**src/rtl/speed_pkg.sv**
```systemverilog
// Shared types and word-packing helper for the encoder speed sampler.
package speed_pkg;

  localparam int unsigned SPEED_MAG_W  = 24;
  localparam int unsigned SPEED_PAD_W  = 7;
  localparam int unsigned SPEED_WORD_W = SPEED_PAD_W + 1 + SPEED_MAG_W;
  localparam logic [SPEED_MAG_W-1:0] SPEED_MAG_MAX = '1;

  typedef enum logic [1:0] {IDLE, CALC, DONE} state_t;

  // Sign-magnitude speed word: {pad, sign, magnitude}.
  function automatic logic [SPEED_WORD_W-1:0] pack_speed(input logic sign,
                                                         input logic [SPEED_MAG_W-1:0] mag);
    return {{SPEED_PAD_W{1'b0}}, sign, mag};
  endfunction

endpackage

```
**src/rtl/speed_abs_sat.sv**
```systemverilog
// Combinational count-delta to sign/magnitude converter with magnitude saturation.
module speed_abs_sat
  import speed_pkg::*;
#(
  parameter int unsigned CNT_W = 32
) (
  input  logic [CNT_W-1:0]       cur,
  input  logic [CNT_W-1:0]       prev,
  output logic                   sign,
  output logic [SPEED_MAG_W-1:0] mag,
  output logic                   sat
);

  localparam int unsigned EXT_W = (CNT_W > SPEED_MAG_W) ? CNT_W : SPEED_MAG_W;

  logic [CNT_W-1:0] delta;
  logic [CNT_W-1:0] abs_val;
  logic [EXT_W-1:0] abs_ext;

  // Modular subtraction makes encoder wrap produce the true small delta.
  assign delta   = cur - prev;
  assign sign    = delta[CNT_W-1];
  // The most negative delta negates to itself; its MSB still forces saturation.
  assign abs_val = sign ? ({CNT_W{1'b0}} - delta) : delta;
  assign abs_ext = EXT_W'(abs_val);
  assign sat     = |(abs_ext >> SPEED_MAG_W);
  assign mag     = sat ? SPEED_MAG_MAX : abs_ext[SPEED_MAG_W-1:0];

endmodule

```
**src/rtl/speed_sample_scheduler.sv**
```systemverilog
// Periodic encoder snapshot plus time-multiplexed speed calculation into a
// double-buffered, address-readable result bank.
module speed_sample_scheduler
  import speed_pkg::*;
#(
  parameter int unsigned N_CH   = 4,
  parameter int unsigned CNT_W  = 32,
  parameter int unsigned PERIOD = 50000,
  localparam int unsigned AW    = (N_CH > 1) ? $clog2(N_CH) : 1
) (
  input  logic                  clock,
  input  logic                  reset,
  input  logic                  enable,
  input  logic [N_CH*CNT_W-1:0] count_flat,
  input  logic [AW-1:0]         rd_addr,
  output logic [31:0]           rd_data,
  output logic [N_CH-1:0]       sat_flags,
  output logic                  sample_done,
  output logic                  busy
);

  localparam int unsigned TW = $clog2(PERIOD);

  state_t                  state_q, state_d;
  logic [TW-1:0]           timer_q;
  logic [AW-1:0]           ch_q;
  logic                    primed_q;
  logic [CNT_W-1:0]        snap_q      [N_CH];
  logic [CNT_W-1:0]        prev_q      [N_CH];
  logic [31:0]             staging_q   [N_CH];
  logic [31:0]             published_q [N_CH];
  logic [N_CH-1:0]         stage_sat_q;
  logic [N_CH-1:0]         sat_flags_q;
  logic [31:0]             rd_data_q;
  logic                    sample_done_q;

  logic                    tick;
  logic                    last_ch;
  logic                    calc_sign;
  logic [SPEED_MAG_W-1:0]  calc_mag;
  logic                    calc_sat;
  logic [31:0]             calc_word;
  logic                    calc_flag;

  assign tick    = enable && (timer_q == TW'(PERIOD - 1));
  assign last_ch = (32'(ch_q) == N_CH - 1);

  speed_abs_sat #(
    .CNT_W (CNT_W)
  ) u_abs_sat (
    .cur  (snap_q[ch_q]),
    .prev (prev_q[ch_q]),
    .sign (calc_sign),
    .mag  (calc_mag),
    .sat  (calc_sat)
  );

  // The first snapshot after reset has no valid history, so it stages zeros.
  assign calc_word = primed_q ? pack_speed(calc_sign, calc_mag) : '0;
  assign calc_flag = primed_q & calc_sat;

  always_comb begin
    state_d = state_q;
    unique case (state_q)
      IDLE:    if (tick) state_d = CALC;
      CALC:    if (last_ch) state_d = DONE;
      DONE:    state_d = IDLE;
      default: state_d = IDLE;
    endcase
  end

  always_ff @(posedge clock) begin
    if (reset) begin
      state_q       <= IDLE;
      timer_q       <= '0;
      ch_q          <= '0;
      primed_q      <= 1'b0;
      stage_sat_q   <= '0;
      sat_flags_q   <= '0;
      rd_data_q     <= '0;
      sample_done_q <= 1'b0;
      for (int unsigned k = 0; k < N_CH; k++) begin
        snap_q[k]      <= '0;
        prev_q[k]      <= '0;
        staging_q[k]   <= '0;
        published_q[k] <= '0;
      end
    end else begin
      state_q       <= state_d;
      timer_q       <= (!enable || tick) ? '0 : timer_q + TW'(1);
      sample_done_q <= (state_q == DONE);
      rd_data_q     <= (32'(rd_addr) < N_CH) ? published_q[rd_addr] : '0;
      unique case (state_q)
        IDLE: begin
          if (tick) begin
            ch_q <= '0;
            for (int unsigned k = 0; k < N_CH; k++) begin
              snap_q[k] <= count_flat[k*CNT_W +: CNT_W];
              prev_q[k] <= snap_q[k];
            end
          end
        end
        CALC: begin
          staging_q[ch_q]   <= calc_word;
          stage_sat_q[ch_q] <= calc_flag;
          if (!last_ch) ch_q <= ch_q + AW'(1);
        end
        DONE: begin
          for (int unsigned k = 0; k < N_CH; k++) published_q[k] <= staging_q[k];
          sat_flags_q <= stage_sat_q;
          primed_q    <= 1'b1;
        end
        default: ;
      endcase
    end
  end

  assign rd_data     = rd_data_q;
  assign sat_flags   = sat_flags_q;
  assign sample_done = sample_done_q;
  assign busy        = (state_q != IDLE);

  // PERIOD >= N_CH+4 must keep ticks out of the busy window.
  tick_while_busy: assert property (@(posedge clock) disable iff (reset)
                                    !(tick && state_q != IDLE))
    else $error("sample tick arrived while a calculation was in flight");

endmodule

```
**config.mk**
```make
export PLATFORM = sky130hd
export DESIGN_NAME = speed_sample_scheduler
export DESIGN_NICKNAME = d
export VERILOG_FILES = /design/src/rtl/speed_pkg.sv /design/src/rtl/speed_abs_sat.sv /design/src/rtl/speed_sample_scheduler.sv
export SDC_FILE = /design/constraint.sdc
export NUM_CORES = 1
export LEC_CHECK = 0
export CORE_ASPECT_RATIO = 0.75
export CORE_MARGIN = 8
export CORE_UTILIZATION = 45
export DETAILED_ROUTE_END_ITERATION = 16
export PLACE_DENSITY = 0.62
export SYNTH_ARGS = -nofsm -noshare
export SYNTH_HDL_FRONTEND = slang
export SYNTH_SLANG_ARGS = --single-unit
```
**constraint.sdc**
```tcl
create_clock -name clock -period 10.28 [get_ports clock]
set_clock_uncertainty 0.2 [all_clocks]
set_input_delay 1.028 -clock clock [delete_from_list [all_inputs] [get_ports clock]]
set_output_delay 1.028 -clock clock [all_outputs]
set_load 0.03 [all_outputs]
```
==> impl_metrics.csv <==
group,metric,value,unit
status,status,"finished clean",
timing,layout_min_cycle_time,7.85,ns
timing,maxSlewHeadroom,24.9,%
timing,setup_ws,2.43,ns
clock_tree,cts_resized,0,
hold_path,min_path_type,"reg2reg",
floorplanning,rows,73,
timing,max_freq,127,MHz
synth,yosys_warnings,0,
synth,synth_mux_area_share,8.31,%
setup_path,path_class,"reg2reg",
timing,hold_violations,0,
global_routing,grt_first_pass_wirelength,82300,µm
setup_path,endpoint_kind,"flop",
timing,period_share,76.3,%
timing,rsz0062_at_grt,"no",
timing,slew_viol_final,0,
clock_tree,clock-sinks,513,
global_routing,antenna_found_initial,0,
placed_design,gp_congestion,0.866,
synth,synth_top_area_share,56.8,%
synth,synth-seq-cells,513,
global_routing,grt_max_degree,257,
setup_path,arrival,7.96,ns
synth,synthSimpleGateAreaFrac,17.8,%
final_layout,post-route-util,52.6,%
clock_tree,post_cts_buffers,0,
timing,setup_viol,0,
timing,finalSetupTns,0,ns
setup_path,critPathLaunchType,"flop",
synth,netlist_instances,1801,
floorplanning,die_w,283,µm
final_layout,drive_above_1_share,10.4,%
routing,drc,0,
synth,yosys.area_share.adder,2.00,%
synth,syn_area_per_cell,13.4,µm²
run,cap_violations,0,
final_layout,layout.nets,2103,
synth,synth_xor_xnor_area_share,2.22,%
synth,synth.distinct_cells,79,
routing,drtIter0Drc,1017,
clock_tree,cts_buffers,50,
power,power_per_cell_area,162,mW/mm²
floorplanning,die_area,0.0613,mm²
routing,wirelength,51400,µm
global_routing,overflow,0,
setup_path,cp.required,10.40,ns
floorplanning,initial_core_util,45.5,%
floorplanning,io_pins,171,
final_layout,antenna_cells,0,
routing,vias,14200,
synth,synth_top_family_by_area,"simple AND/OR/NAND/NOR gates",
power,vdd_drop_max,0.000113,V
setup_path,crit_fanout,36,
clock_tree,cts_hold_buf,0,
power,p_leak,10.2,nW
routing,routedWlPerCell,19.2,µm
clock_tree,clock_latency,0.60,ns
synth,synth_compound_area_share,5.39,%
synth,synth_seq_area_share,61.6,%
global_routing,grt_pass1_vias,14500,
final_layout,area_delta_synth_final,15.7,%
synth,synth_flop_cell,"edfxtp_1",
placed_design,portBuffers,163,
final_layout,fillers,4526,
clock_tree,cts_tree,"built",
synth,synthArstFlopShare,0,%
placed_design,place_inst,2592,
routing,routed_via_density,5.31,
floorplanning,design.core.area,0.0530,mm²
clock_tree,clk_pin_slew,0.06,ns
placed_design,place_ws,2.55,ns
floorplanning,die_h,216,µm
placed_design,dpl.hpwl,34500,µm
routing,drt-pass1-iter-count,5,
timing,timing.hold.ws,0.258,ns
synth,synth.largest_area_cell,"edfxtp_1",
timing,tightest_slew,1.12,ns
clock_tree,cts_root_buf,"clkbuf_16",
final_layout,layoutNonFillerInstCount,2682,
synth,ys_top_cells_by_area,"edfxtp_1 57%, and2_1 9.4%, mux4_2 8.2%",
clock_tree,htree_levels,2,
synth,synth_edf_count,456,
routing,ant_nets,0,
synth,synthesis.area,0.0241,mm²
clock_tree,cts.path.max_buffers,3,
global_routing,grt_usage,16.6,%
## final timing paths
kind,end,cells after the start,start,slack (ns)
setup reg to reg,staging_q[0][0],14,flop,2.43
setup / recovery,staging_q[0][0],14,flop,2.43
hold / removal,timer_q[0],1,timer_q[0],0.26
hold reg to reg,timer_q[0],1,timer_q[0],0.26
## metrics by stage
stage	cell area, µm²	total power [W]
6_report	27900	0.00452
3_5_place_dp	26300	0.00282
5_1_grt	27900	0.00468
4_1_cts	27900	0.00457
3_3_place_gp	26300	0.00282
2_1_floorplan	24100	0.00266
## critical path, stage by stage, from the launching register on
cell	delay [ns]
dfxtp_2	1.02
mux4_2	0.44
ha_1	0.49
a21oi_1	0.44
nor3_1	0.13
o21ai_0	0.80
and4_1	0.36
o221ai_1	0.15
or4b_4	0.55
nor4_4	0.60
nand3_1	0.13
o211ai_1	0.24
nand4_2	0.90
nor2_4	0.91
a21oi_1	0.15
## registers in the layout, indices dropped and copies added (netlist names), 4 cells and up, named ones only
signal       count
rd_data         25
sat_flags        4
published_q    100
timer_q         16
stage_sat_q      4
prev_q         128
staging_q      100
snap_q         128
## layout make-up
type | count | area [µm²] | share of cell area [%]
repair buffers | 179 | 1760 | 6.32
multi-input cells | 1139 | 8660 | 31.1
well taps | 712 | 891 | 3.20
flip-flops and latches | 513 | 14800 | 53.2
inverters | 49 | 185 | 0.664
clock buffers | 64 | 1310 | 4.71
clock inverters | 26 | 223 | 0.799
## placed cells by master, fill, tap and decap left out, drive strengths merged, types with 7 or more instances in the layout
cell type / netlist / final
nand3: 24 / 24
xor2: 21 / 21
xnor2: 40 / 40
and4: 9 / 9
nand4: 17 / 17
inv: 49 / 50
nor2b: 32 / 32
conb: 1 / 7
nor2: 145 / 145
ha: 37 / 37
and3: 12 / 12
mux4: 88 / 88
a31oi: 12 / 12
or3: 9 / 9
buf: 29 / 19
o21ai: 35 / 35
a21o: 18 / 18
clkdlybuf4s50: 0 / 160
nand2: 63 / 63
clkinv: 0 / 20
a21oi: 66 / 66
dfxtp: 57 / 57
o21a: 9 / 9
nand3b: 7 / 7
clkbuf: 77 / 64
and2: 363 / 363
nor3: 33 / 33
edfxtp: 456 / 456
nor4: 8 / 8
## layer usage
metal	track usage, %	up-vias	wire [µm]
met5	0	-	0
met4	3.88	0	868
met3	3.18	63	2570
met2	26.2	320	23200
met1	23.8	7039	24800
li1	-	6813	-
## synthesized netlist by cell type, drive strengths merged, types with 21 or more instances
library cell / count
edfxtp: 456
ha: 37
nand3: 24
nor2: 145
clkbuf: 77
and2: 363
xor2: 21
inv: 49
nor2b: 32
o21ai: 35
nand2: 63
a21oi: 66
xnor2: 40
buf: 29
dfxtp: 57
mux4: 88
nor3: 33
## cells by family (layout without fill, tap and decap cells)
family / Yosys count / count (layout)
compound gates: 197 / 197
xor+xnor: 61 / 61
fa+ha+maj: 38 / 38
buf+inv: 155 / 318
flops: 513 / 513
mux: 90 / 90
other cells: 1 / 7
simple gates: 746 / 746
## power by group
group / switching, W / internal, W / leakage, nW / total, W
clock: 0.000781 / 0.000960 / 0.739 / 0.00174
combinational: 0.000262 / 0.000165 / 4.34 / 0.000426
sequential: 0.0000217 / 0.00233 / 5.14 / 0.00235
(Power assumes the default switching activity.)
